`src/rtl/vc_test_rand_delay_queue_pkg.sv`:
```
// Shared constants for the random-delay queue and its companion test sources/sinks:
// LFSR feedback mask, default seed and the single-step LFSR function.
package vc_test_rand_delay_queue_pkg;

    // Galois right-shift taps for x^32 + x^22 + x^2 + x + 1.
    localparam logic [31:0] LFSR_MASK = 32'h80200003;
    localparam logic [31:0] LFSR_SEED = 32'hACE12F5B;

    function automatic logic [31:0] lfsr_next(input logic [31:0] s);
        logic [31:0] n;
        n = s >> 1;
        if (s[0]) begin
            n = n ^ LFSR_MASK;
        end
        return n;
    endfunction

    function automatic logic is_pow2_ge2(input int unsigned n);
        return (n >= 2) && ((n & (n - 1)) == 0);
    endfunction

endpackage

```
`src/rtl/vc_test_lfsr32.sv`:
```
// 32-bit Galois LFSR, seedable by parameter; advances one step per cycle with en=1.
module vc_test_lfsr32
    import vc_test_rand_delay_queue_pkg::*;
#(
    parameter logic [31:0] p_seed = LFSR_SEED
)(
    input  logic        clk,
    input  logic        reset,
    input  logic        en,
    output logic [31:0] q
);

    logic [31:0] lfsr_q;
    logic [31:0] lfsr_d;

    always_comb begin
        lfsr_d = lfsr_q;
        if (en) begin
            lfsr_d = lfsr_next(lfsr_q);
        end
    end

    always_ff @(posedge clk) begin
        if (reset) begin
            lfsr_q <= p_seed;
        end else begin
            lfsr_q <= lfsr_d;
        end
    end

    assign q = lfsr_q;

endmodule

```
`src/rtl/vc_test_rand_delay_queue.sv`:
```
// Val/rdy buffering stage that holds each head message for a seeded pseudo-random
// number of cycles in [p_min_delay, p_max_delay] before presenting it downstream.
module vc_test_rand_delay_queue
    import vc_test_rand_delay_queue_pkg::*;
#(
    parameter int unsigned p_msg_sz      = 1,
    parameter int unsigned p_num_entries = 2,
    parameter int unsigned p_min_delay   = 0,
    parameter int unsigned p_max_delay   = 0,
    parameter logic [31:0] p_seed        = LFSR_SEED
)(
    input  logic                clk,
    input  logic                reset,
    input  logic                delay_en,
    input  logic                in_val,
    output logic                in_rdy,
    input  logic [p_msg_sz-1:0] in_msg,
    output logic                out_val,
    input  logic                out_rdy,
    output logic [p_msg_sz-1:0] out_msg
);

    localparam int unsigned      PTR_W = $clog2(p_num_entries);
    localparam int unsigned      CNT_W = PTR_W + 1;
    localparam logic [CNT_W-1:0] FULL  = CNT_W'(p_num_entries);
    localparam logic [31:0]      MIN_D = 32'(p_min_delay);
    localparam logic [31:0]      RANGE = 32'(p_max_delay - p_min_delay + 1);

    if (p_max_delay < p_min_delay) begin : g_bad_delay
        $error("vc_test_rand_delay_queue: p_max_delay must be >= p_min_delay");
    end
    if (p_seed == 32'd0) begin : g_bad_seed
        $error("vc_test_rand_delay_queue: p_seed must be nonzero");
    end
    if (!is_pow2_ge2(p_num_entries)) begin : g_bad_depth
        $error("vc_test_rand_delay_queue: p_num_entries must be a power of 2, >= 2");
    end

    logic [p_msg_sz-1:0] mem_q [p_num_entries];
    logic [PTR_W-1:0]    wr_ptr_q, wr_ptr_d;
    logic [PTR_W-1:0]    rd_ptr_q, rd_ptr_d;
    logic [CNT_W-1:0]    count_q, count_d;
    logic [31:0]         delay_cnt_q, delay_cnt_d;
    logic [31:0]         lfsr;
    logic [31:0]         draw_val;
    logic                empty;
    logic                enq;
    logic                deq;
    logic                draw;

    assign empty   = (count_q == '0);
    assign in_rdy  = !reset && (count_q != FULL);
    assign out_val = !reset && !empty && (delay_cnt_q == '0);
    assign out_msg = mem_q[rd_ptr_q];

    assign enq = in_val && in_rdy;
    assign deq = out_val && out_rdy;

    // A new head appears on enqueue into an empty buffer, or when a dequeue
    // leaves at least one message behind (including enq+deq at count==1).
    assign draw = (enq && empty) || (deq && ((count_q > CNT_W'(1)) || enq));

    vc_test_lfsr32 #(
        .p_seed (p_seed)
    ) u_lfsr (
        .clk   (clk),
        .reset (reset),
        .en    (draw),
        .q     (lfsr)
    );

    always_comb begin
        draw_val = '0;
        if (delay_en) begin
            if (p_min_delay == p_max_delay) begin
                draw_val = MIN_D;
            end else begin
                draw_val = MIN_D + (lfsr % RANGE);
            end
        end
    end

    always_comb begin
        wr_ptr_d    = wr_ptr_q;
        rd_ptr_d    = rd_ptr_q;
        count_d     = count_q;
        delay_cnt_d = delay_cnt_q;

        if (enq) begin
            wr_ptr_d = wr_ptr_q + PTR_W'(1);
        end
        if (deq) begin
            rd_ptr_d = rd_ptr_q + PTR_W'(1);
        end

        if (enq && !deq) begin
            count_d = count_q + CNT_W'(1);
        end else if (deq && !enq) begin
            count_d = count_q - CNT_W'(1);
        end

        if (draw) begin
            delay_cnt_d = draw_val;
        end else if (!empty && (delay_cnt_q != '0)) begin
            delay_cnt_d = delay_cnt_q - 32'd1;
        end
    end

    always_ff @(posedge clk) begin
        if (reset) begin
            wr_ptr_q    <= '0;
            rd_ptr_q    <= '0;
            count_q     <= '0;
            delay_cnt_q <= '0;
        end else begin
            wr_ptr_q    <= wr_ptr_d;
            rd_ptr_q    <= rd_ptr_d;
            count_q     <= count_d;
            delay_cnt_q <= delay_cnt_d;
        end
    end

    // Storage needs no reset: contents are only observed when count says valid.
    always_ff @(posedge clk) begin
        if (enq) begin
            mem_q[wr_ptr_q] <= in_msg;
        end
    end

endmodule
```
`config.mk`:
```
export PLATFORM = sky130hd
export DESIGN_NAME = vc_test_rand_delay_queue
export DESIGN_NICKNAME = d
export VERILOG_FILES = /design/src/rtl/vc_test_rand_delay_queue_pkg.sv /design/src/rtl/vc_test_lfsr32.sv /design/src/rtl/vc_test_rand_delay_queue.sv
export SDC_FILE = /design/constraint.sdc
export NUM_CORES = 1
export LEC_CHECK = 0
export BUFFER_PORTS_ARGS = -buffer_cell sky130_fd_sc_hd__buf_2
export CAP_MARGIN = 5
export CORE_ASPECT_RATIO = 0.9
export CORE_UTILIZATION = 54
export CTS_CLUSTER_DIAMETER = 200
export DETAILED_ROUTE_END_ITERATION = 7
export GPL_TIMING_DRIVEN = 0
export PLACE_DENSITY = 0.81
export SYNTH_ARGS = -nofsm -noshare
export SYNTH_HDL_FRONTEND = slang
export SYNTH_HIERARCHICAL = 1
export SYNTH_SLANG_ARGS = --single-unit
```
`constraint.sdc`:
```
create_clock -name clk -period 2.84 [get_ports clk]
set_clock_uncertainty 0.2 [all_clocks]
set_input_delay 0.568 -clock clk [delete_from_list [all_inputs] [get_ports clk]]
set_output_delay 0.568 -clock clk [all_outputs]
set_load 0.01 [all_outputs]
```
# [After elaboration in Yosys (flattened, before gate mapping)]
# Memory sizes are Yosys's and may differ from the RTL's. A register that Yosys moved wholly into a read port is not among the register bits.
# Cells that the tools add are included.
# Widths: inputs -> output; s select.
[word_totals] n_memories=1 in_bits=6 mem_bits_rw=2 ff_bits=36 elab_cells=39 out_inout_bits=3
[classes] eq_ne=1 order_cmp=1 addsub=5 n_reduce_logical=21 n_mux=6
[memory_table] name="mem_q" depth=2 word_bits=1 rd=1 rd_ports_with_merged_regs=1 wr=1 line="vc_test_rand_delay_queue.sv:39" text="logic [p_msg_sz-1:0] mem_q [p_num_entries];"
[ops] cell="$logic_not 32->1" n=1
[ops] cell="$reduce_bool 32->1" n=1
[ops] cell="$sub 32x1->32 const B" n=1
[ops] cell="$logic_and 1x1->1" n=10
[ops] cell="$logic_not 1->1" n=4
[ops] cell="$mux 1" n=4
[ops] cell="$mux 2" n=2
[ops] cell="$add 1x1->1 const B" n=2
[ops] cell="$add 2x1->2 const B" n=1
[ops] cell="$gt 2x1->1 const B" n=1
[ops] cell="$logic_not 2->1" n=1
[ops] cell="$logic_or 1x1->1" n=2
[ops] cell="$ne 2x2->1 const B" n=1
[ops] cell="$reduce_bool 2->1" n=1
[ops] cell="$reduce_or 2->1" n=1
[ops] cell="$sub 2x1->2 const B" n=1

# [Depth between registers and ports, before layout]
# Gate-level depths: netlist (run 1).
[logic_depth] ltp_word=8 ltp_mapped=12 mapped_depth_nobuf=12

# [Worst setup path before layout (run 1)]
# OpenSTA, ideal clock, no wires.
[synth_timing] path_type="flip-flop to flip-flop" startpoint="register delay_cnt_q[17]" endpoint="register count_q[1]" n_path_buf=1 synth_period_minus_slack_ns=2.923 arrival_time_ns=2.597 required_time_ns=2.514 setup_ns=0.126 stages_incl_launch_ff=11 slack_ns=-0.083 path_cell_list="dfxtp_1 > or3_4 > or4_1 > buf_2 > nor3_1 > nor3b_2 > nand2_1 > ha_1 > nor2_1 > a21oi_1 > nor2_1"
[synth_via] elab_chain_cells=6 word_cells_on_any_way=8
[synth_lines] item="start: declaration" line="vc_test_rand_delay_queue.sv:43" text="logic [31:0] delay_cnt_q, delay_cnt_d;"
[synth_lines] item="start signal: assignment" line="vc_test_rand_delay_queue.sv:119" text="delay_cnt_q <= delay_cnt_d;"
[synth_lines] item="$logic_not 32->1 *" line="vc_test_rand_delay_queue.sv:53" text="assign out_val = !reset && !empty && (delay_cnt_q == '0);"
[synth_lines] item="$logic_and 1x1->1 *" line="vc_test_rand_delay_queue.sv:53"
[synth_lines] item="named net out_val" line="vc_test_rand_delay_queue.sv:18" text="output logic out_val,"
[synth_lines] item="$logic_and 1x1->1 *" line="vc_test_rand_delay_queue.sv:57" text="assign deq = out_val && out_rdy;"
[synth_lines] item="$logic_not 1->1" line="vc_test_rand_delay_queue.sv:96" text="if (enq && !deq) begin"
[synth_lines] item="$logic_and 1x1->1" line="vc_test_rand_delay_queue.sv:96"
[synth_lines] item="$mux 2 / $reduce_bool 2->1 (equally long branches)"
[synth_lines] item="end signal: assignment" line="vc_test_rand_delay_queue.sv:118" text="count_q <= count_d;"
[synth_lines] item="end: declaration" line="vc_test_rand_delay_queue.sv:42" text="logic [CNT_W-1:0] count_q, count_d;"
# Mark *: on every way through the listed nets, which the timed path passes. The rest lies on a longest branch.
# A chain may end at the register's enable or synchronous reset.

# [Final worst setup path (run 1)]
[layout_timing] startpoint="register delay_cnt_q[9]" endpoint="output out_val"
[layout_via] elab_chain_cells=2
[layout_lines] item="$logic_not 32->1" line="vc_test_rand_delay_queue.sv:53"
[layout_lines] item="$logic_and 1x1->1" line="vc_test_rand_delay_queue.sv:53"
[layout_lines] item="end: declaration" line="vc_test_rand_delay_queue.sv:18"
# No other way between the ends.

==> results of run 1 <==
==> final cells by class <==
class                      count  area, µm²
sequential                    39        812
timing repair buffer          18        120
fill                         263       1080
clock inverter                 1       30.0
buffer                         8       50.0
inverter                       5       18.8
multi-input combinational    168       1140
tap                           44       55.1
clock buffer                   6       72.6
==> sequential cells by signal, summed over array words and instances (netlist names), named ones only <==
signal and count:
delay_cnt_q 32, count_q 2, mem_q 2, rd_ptr_q 1, wr_ptr_q 1
==> per-stage QoR <==
step / setup WS [ns] / cells
2_1_floorplan: 0.0375 / 221
3_3_place_gp: -0.0834 / 271
3_5_place_dp: -0.103 / 271
4_1_cts: -0.171 / 285
5_1_grt: -0.139 / 289
6_report: -0.0660 / 289
==> routing by layer <==
layer	routed length [µm]	GRT usage [%]
met1	1840	28.1
met4	85	9.84
met5	0	0
met2	1940	33.6
met3	160	4.84
==> final timing paths <==
path	start	endpoint	cells after the start
worst max register to register	delay_cnt_q[9]	count_q[1]	11
worst min-delay path	in_msg	mem_q[0]	1
worst max-delay path	delay_cnt_q[9]	out_val	5
worst min register to register	delay_cnt_q[11]	delay_cnt_q[11]	2
==> logic make-up after synthesis <==
family	after synthesis	share of synthesized area (%)
XOR/XNOR	28	13.2
buffers and inverters	14	3.79
AO/OA/AOI/OAI	23	7.32
adder cells (fa/ha/maj)	5	3.27
AND/OR/NAND/NOR	111	30.0
multiplexers	1	0.588
flip-flops	39	41.8
==> placed cells by master (no fill, tap or decap), types with 7 or more instances in the layout <==
| cell | instances |
|---|---|
| xor2_1 | 18 |
| nand3_1 | 9 |
| buf_2 | 7 |
| nor2_1 | 47 |
| buf_4 | 15 |
| dfxtp_1 | 32 |
| a21oi_1 | 9 |
| xnor2_1 | 8 |
| nand2_1 | 9 |
==> repair_timing <==
action / in CTS / in global routing
hold endpoints to repair: 0 / 0
gates resized for setup: 15 / 13
gates cloned: 0 / 0
buffers inserted: 9 / 6
pin swaps: 5 / 7
setup endpoints to repair: 3 / 3
==> critical path: stages (launching register included) <==
cell and delay [ns]:
dfxtp_2 0.33, or3_4 0.38, or4_4 0.56, nor3_4 0.18
nor3b_4 0.23, buf_2 0.16
==> metrics.md, run 1 <==
| Metric | Value |
|---|---|
| Status | finished with violations |
| Failing checks | negative setup slack |
| Asr flop ratio synth | 0% |
| CTS tree | yes |
| Final Hold Vio Count | 0 |
| CP Data Arrival Time | about 2.1 ns |
| First-pass GRT wire length | 6130 µm |
| First-pass iteration count of the detailed router | 6 |
| Synth-to-Final Area Change | 20.0% |
| Headroom to the max-slew limit | 64.1% |
| Area after DPL | 2010 µm² |
| Post-synth EDFFs | 2 |
| Initial Util | 56.7% |
| Syn Nets | 232 |
| HP Class | in2reg |
| Top area cells in the synthesized netlist | dfxtp_1, nor2_1, xor2_1, xnor2_1, ha_1 |
| Core area | around 3400 µm² |
| Clock-pin slew on the worst setup and hold paths | 0.07 ns |
| Min Tclk post-route | 2.91 ns |
| Largest net degree at the start of global routing | 12 |
| Post-Syn Area | ~1900 µm² |
| Worst path required time | between 2 and 2.5 ns |
| Number of global-route vias before repair | 1,313 |
| Worst slew pin tran | 0.538 ns |
| H-tree depth | 2 |
| Unrepaired setup endpoints after global routing | yes |
| Syn Inst Count | between 200 and 250 |
| CTS max path bufs | 2 |
| CTS Root Cell | clkbuf_8 |
| Port bufs | 6 |
| Clock latency on the worst-skew pair | 0.29 ns |
| Grt ovf | 0 |
| Global Route Usage Sum | 21.4% |
| Critical-path maximum fanout | 3 |
| Final Cycle Share | 102% |
| MaxCap Viol Count | 0 |
| R2r setup slk | about 0.14 ns |
| Die height | roughly 59 µm |
| Routed wire per std cell | 14.0 µm |
| Top_reg_cell synth | dfxtp_1 |
| Yosys top cell by area | dfxtp_1 |
| Routability cong. | 0.860 |
| Via density | 5.41 |
| YS warnings | 6 |
| WL final | 4030 µm |
| Worst setup EP type | output port |
| #FFs+latches synth | 39 |
| Final core occ | 68.0% |
| Worst setup SP type | flip-flop |
| Slew Viols, Final | 0 |
| # diodes | 0 |
| Worst hold margin | 0.263 ns |
| Row count | 20 |
| CTS Hold Bufs | 0 |
| Sink Count | 39 |
| Sequential area share after synthesis | approximately two fifths |
| Residual DRC | 0 |
| Antenna Nets Post-Route | 0 |
| Final setup viols | 1 |
| Nets | 256 |
| Initial antenna violation count | 0 |
| CTS Buf Count | 5 |
| Via count | 1,563 |
| Yosys cell types | 41 |
| Drt initial violations | 120 |
| Final HPWL DP | 2400 µm |
| Setup TNS | -0.0660 ns |
| Die W | approximately 65 µm |
| Die footprint | ~3800 µm² |
| Share of layout cells above drive strength 1 | 22.9% |
| Count leader, synth | nor2_1 |
| Synthesized area per cell | between 8 and 9 µm² |
| Post-synth top cells | nor2_1, dfxtp_1, xor2_1 |
| Final worst slack | -0.0660 ns |
| I/O pins | 9 |
| Finished Cell Area | 2300 µm² |
| Worst Path Class, Setup | reg2out |
| Yosys top cell area share | roughly two fifths |
| Peak Freq | 0.344 GHz |
Power of run 1 is left out: the tool's default activity adds up to more than one toggle a clock period on the data nets, which glitch-free logic cannot reach.
==> inputs of run 2 (changes only) <==
==> constraint.sdc (replaced) <==
create_clock -name clk -period 2.84 [get_ports clk]
set_clock_uncertainty 0.2 [all_clocks]
set_input_delay 0.852 -clock clk [delete_from_list [all_inputs] [get_ports clk]]
set_output_delay 0.852 -clock clk [all_outputs]
set_load 0.01 [all_outputs]
==> metrics.md, run 2 (same netlist as run 1, synthesis figures left out) <==
| Metric | Value |
|---|---|
| Worst path required time | 1.79 ns |
| Multi-input gate area | around 1100 µm² |
| Core area | ~3400 µm² |
| CP top delay family | simple AND/OR/NAND/NOR gates |
| Final core occ | 67.1% |
| Routability cong. | 0.818 |
| CP bufs+invs | 1 |
| Grt ovf | 0 |
| Clock latency on the worst-skew pair | approximately 0.30 ns |
| Sink Count | 39 |
| Grt peak-use layer | met2 |
| First-pass GRT wire length | 6480 µm |
| CP peak stage delay | 0.58 ns |
| CTS tree | yes |
| Routed wire per std cell | 14.3 µm |
| GRT met3 Usage | 6.98% |
| CTS Buf Count | 5 |
| HP Class | reg2reg |
| Residual DRC | 0 |
| Status | finished with violations |
| Final HPWL DP | 2620 µm |
| Synth-to-Final Area Change | 18.3% |
| Worst slew pin tran | 0.602 ns |
| Failing checks | negative setup slack |
| Min Tclk post-route | 3.20 ns |
| CTS Hold Bufs | 0 |
| MaxCap Viol Count | 0 |
| Clock-pin slew on the worst setup and hold paths | 0.09 ns |
| Final setup viols | 1 |
| H-tree depth | 2 |
| CTS max path bufs | 2 |
| Final Cycle Share | 113% |
| I/O pins | 9 |
| Critical-path top delay cell | or4_4 |
| Worst Path Class, Setup | reg2out |
| Unrepaired setup endpoints after global routing | yes |
| Initial antenna violation count | 0 |
| Largest Register | delay_cnt_q |
| Reg area | roughly 800 µm² |
| Max FFs per register | 32 |
| Final worst slack | -0.359 ns |
| Antenna Nets Post-Route | 0 |
| Global-route met1 utilization | 29.0% |
| CTS Root Cell | clkbuf_8 |
| Drt initial violations | 78 |
| WL final | between 4000 and 5000 µm |
| Via count | 1,582 |
| Filler cells | 277 |
| Worst setup EP type | output port |
| Most frequent cells in the layout | nor2_1, dfxtp_1, xor2_1, buf_4, nand2_1 |
| CP Data Arrival Time | 2.15 ns |
| Row count | 20 |
| Global Route Usage Sum | 22.8% |
| First-pass iteration count of the detailed router | 4 |
| Port bufs | 6 |
| Largest net degree at the start of global routing | 13 |
| Number of global-route vias before repair | about 1.4k |
| Initial Util | 56.7% |
| Die W | 64.8 µm |
| Peak Freq | 0.313 GHz |
| Nets | 253 |
| Final Hold Vio Count | 0 |
| Headroom to the max-slew limit | 59.9% |
| GR Util met2 | 37.2% |
| Critical-path maximum fanout | 2 |
| Share of layout cells above drive strength 1 | 23.0% |
| Die height | 58.5 µm |
| Commonest non-fill, non-tap cell in the layout | nor2_1 |
| Crit path cell chain | or3_4 > or4_4 > nor3_4 > nor3b_4 > buf_2 |
| Via density | 5.51 |
| Die footprint | 3790 µm² |
| Worst setup SP type | flip-flop |
| Largest regs | delay_cnt_q: 32 flops, count_q: 2 flops, mem_q: 2 flops |
| Slew Viols, Final | 0 |
| # diodes | 0 |
-- run 2: cell count changes in the layout (fill, tap and decap cells not counted) --
cell	delta
nand2_4	-1
dfxtp_4	-1
clkbuf_1	-1
dfxtp_1	-4
nand2_1	+1
clkinv_2	+1
dfxtp_2	+5
buf_4	-3
ha_4	-1
clkbuf_8	+1
xor2_2	-1
ha_1	+1
xor2_1	+1
-- run 2: path summary, 6_finish.rpt --
kind                         from        endpoint  slack [ns]  cells past startpoint
setup / recovery  delay_cnt_q[14]         out_val       -0.36                      5
hold / removal     delay_cnt_q[7]  delay_cnt_q[7]        0.30                      2
setup reg to reg  delay_cnt_q[14]      count_q[1]        0.11                     11
hold reg to reg    delay_cnt_q[7]  delay_cnt_q[7]        0.30                      2
-- run 2: what timing repair did --
action                                  4_1_cts  5_1_grt
gates resized for setup                      13       11
endpoints found under the setup margin        3        3
buffers inserted                              6        3
pin swaps                                     4        3
-- run 2: through the flow --
stage / std cells / hold WS [ns] / setup TNS, ns / cell area, µm² / worst slack, ns
global route: 287 / 0.325 / -0.408 / 2270 / -0.408
global placement: 271 / 0.263 / -0.496 / 2020 / -0.324
detailed placement: 271 / 0.264 / -1.06 / 2020 / -0.373
floorplan: 221 / 0.247 / -0.0358 / 1930 / -0.0358
finish: 287 / 0.299 / -0.359 / 2270 / -0.359
CTS: 285 / 0.276 / -0.488 / 2220 / -0.488
-- run 2: cell type report --
cell class              instances  area share (%)
inverters                       5           0.828
clock buffers                   6            3.64
repair buffers                 15            4.31
clock inverters                 2            1.55
flip-flops and latches         39            35.9
plain buffers                   8            2.21
well taps                      44            2.43
multi-input cells             168            49.1
-- run 2: worst min-delay path: cells and delay by family, from the launching register on --
kind	cells	cell delay, ns
flip-flops	1	0.32
AO/OA/AOI/OAI	2	0.13
-- run 2: layer usage --
| layer | wire length, µm | vias up |
|---|---|---|
| met4 | 68 | 0 |
| met5 | 0 | - |
| li1 | - | 802 |
| met2 | 2000 | 30 |
| met1 | 1880 | 742 |
| met3 | 150 | 8 |
Power of run 2 is left out for the same reason.
==> inputs of run 3 (changes only) <==
ABC_CLOCK_PERIOD_IN_PS = 2840   (was not set)
CELL_PAD_IN_SITES_DETAIL_PLACEMENT = 1   (was not set)
CELL_PAD_IN_SITES_GLOBAL_PLACEMENT = 1   (was not set)
CORE_UTILIZATION = 41   (was 54)
PLACE_DENSITY = 0.8   (was 0.81)
SKIP_CTS_REPAIR_TIMING = 1   (was not set)
==> metrics.md, run 3 (same netlist as run 1, synthesis figures left out) <==
| Metric | Value |
|---|---|
| Clock-pin slew on the worst setup and hold paths | 0.08 ns |
| Final Cycle Share | 118% |
| Worst setup SP type | flip-flop |
| Residual DRC | 0 |
| Worst path required time | 1.79 ns |
| First-pass iteration count of the detailed router | 4 |
| Drt initial violations | 61 |
| Met2 wire len | between 2000 and 2500 µm |
| Failing checks | negative setup slack |
| Share of layout cells above drive strength 1 | 20.7% |
| Port bufs | 6 |
| Wire length on met3 | 82 µm |
| Die W | 74.1 µm |
| Finished Cell Area | 2260 µm² |
| CTS max path bufs | 2 |
| Status | finished with violations |
| Final HPWL DP | 2940 µm |
| Die height | 66.8 µm |
| Largest regs | delay_cnt_q: 32 flops, count_q: 2 flops, mem_q: 2 flops |
| Peak Freq | between 0.2 and 0.3 GHz |
| CP bufs+invs | 2 |
| Clock latency on the worst-skew pair | 0.29 ns |
| Commonest non-fill, non-tap cell in the layout | nor2_1 |
| Critical-path top delay cell | or4_4 |
| Layout Cells excl Fill | 303 |
| Routability cong. | 0.730 |
| Largest net degree at the start of global routing | 12 |
| Die footprint | 4950 µm² |
| Min Tclk post-route | 3.36 ns |
| Final Hold Vio Count | 0 |
| CTS tree | yes |
| Initial antenna violation count | 0 |
| Sink Count | 39 |
| Crit path cell chain | or3_4 > or4_4 > buf_6 > nor3_4 > nor3b_4 > buf_2 |
| HP Class | reg2reg |
| Final setup viols | 1 |
| CP peak stage delay | 0.54 ns |
| Critical-path maximum fanout | 5 |
| Worst Path Class, Setup | reg2out |
| Nets | 251 |
| MaxCap Viol Count | 0 |
| Headroom to the max-slew limit | roughly 63% |
| CP top delay family | simple AND/OR/NAND/NOR gates |
| CTS Buf Count | 5 |
| Worst slew pin tran | around 0.55 ns |
| Final worst slack | -0.517 ns |
| Global Route Usage Sum | 18.1% |
| WL final | 4300 µm |
| Max FFs per register | 32 |
| CTS Root Cell | clkbuf_8 |
| Antenna Nets Post-Route | 0 |
| Core area | roughly 4500 µm² |
| Slew Viols, Final | 0 |
| Initial Util | roughly 43% |
| Max Used Layer | met4 |
| Number of global-route vias before repair | about 1.4k |
| Post-place setup slack | -0.478 ns |
| Worst hold margin | 0.286 ns |
| Routed wire per std cell | 14.2 µm |
| I/O pins | 9 |
| H-tree depth | 2 |
| WL met1 | around 2200 µm |
| Grt ovf | 0 |
| Placed insts | 289 |
| Largest Register | delay_cnt_q |
| Unrepaired setup endpoints after global routing | yes |
| Via density | roughly 5.2 |
| Row count | 23 |
| Synth-to-Final Area Change | 17.8% |
| CP Data Arrival Time | approximately 2.3 ns |
| Area after DPL | between 2000 and 2500 µm² |
| Via count | 1,564 |
| Worst setup EP type | output port |
| Most frequent cells in the layout | nor2_1, dfxtp_1, xor2_1, nand2_1 |
| First-pass GRT wire length | roughly 6600 µm |
| # diodes | 0 |
[run 3: changes by cell type in the layout (fill, tap and decap cells not counted), sizes merged]
cell,previous run,this run
clkbuf,9,12
bufinv,1,0
clkinv,1,0
buf,20,17
[run 3: final cells by class]
cell class	instances	area [µm²]
tap	62	77.6
sequential	39	811
multi-input combinational	168	1110
clock buffer	8	100
inverter	5	18.8
buffer	9	61.3
timing repair buffer	12	75.1
fill	538	2200
[run 3: path summary, 6_finish.rpt]
check / startpoint / endpoint / slack (ns) / depth (start not counted)
max: delay_cnt_q[13] / out_val / -0.52 / 6
min: delay_cnt_q[31] / delay_cnt_q[31] / 0.29 / 2
max reg2reg: delay_cnt_q[13] / count_q[1] / 0.01 / 11
min reg2reg: delay_cnt_q[31] / delay_cnt_q[31] / 0.29 / 2
[run 3: metrics by stage]
step           utilization, %  TNS (ns)
6_report                 50.6    -0.517
5_1_grt                  50.6    -0.793
4_1_cts                  48.0     -1.28
3_5_place_dp             45.8     -2.11
3_3_place_gp             45.8     -1.42
2_1_floorplan               -   -0.0358
[run 3: routing by layer]
| layer | track usage, % | vias up |
|---|---|---|
| met4 | 6.49 | 0 |
| met1 | 24.8 | 758 |
| met3 | 4.99 | 4 |
| met2 | 26.9 | 5 |
| li1 | - | 797 |
| met5 | 0 | - |
[run 3: worst register-to-register path, delay by kind of cell (launching register included)]
kind            cells  cell delay [ns]
simple gates        7             1.59
buf+inv             1             0.15
fa+ha+maj           1             0.17
compound gates      1             0.11
flops               1             0.35
xor+xnor            1             0.14
Power of run 3 is left out for the same reason.
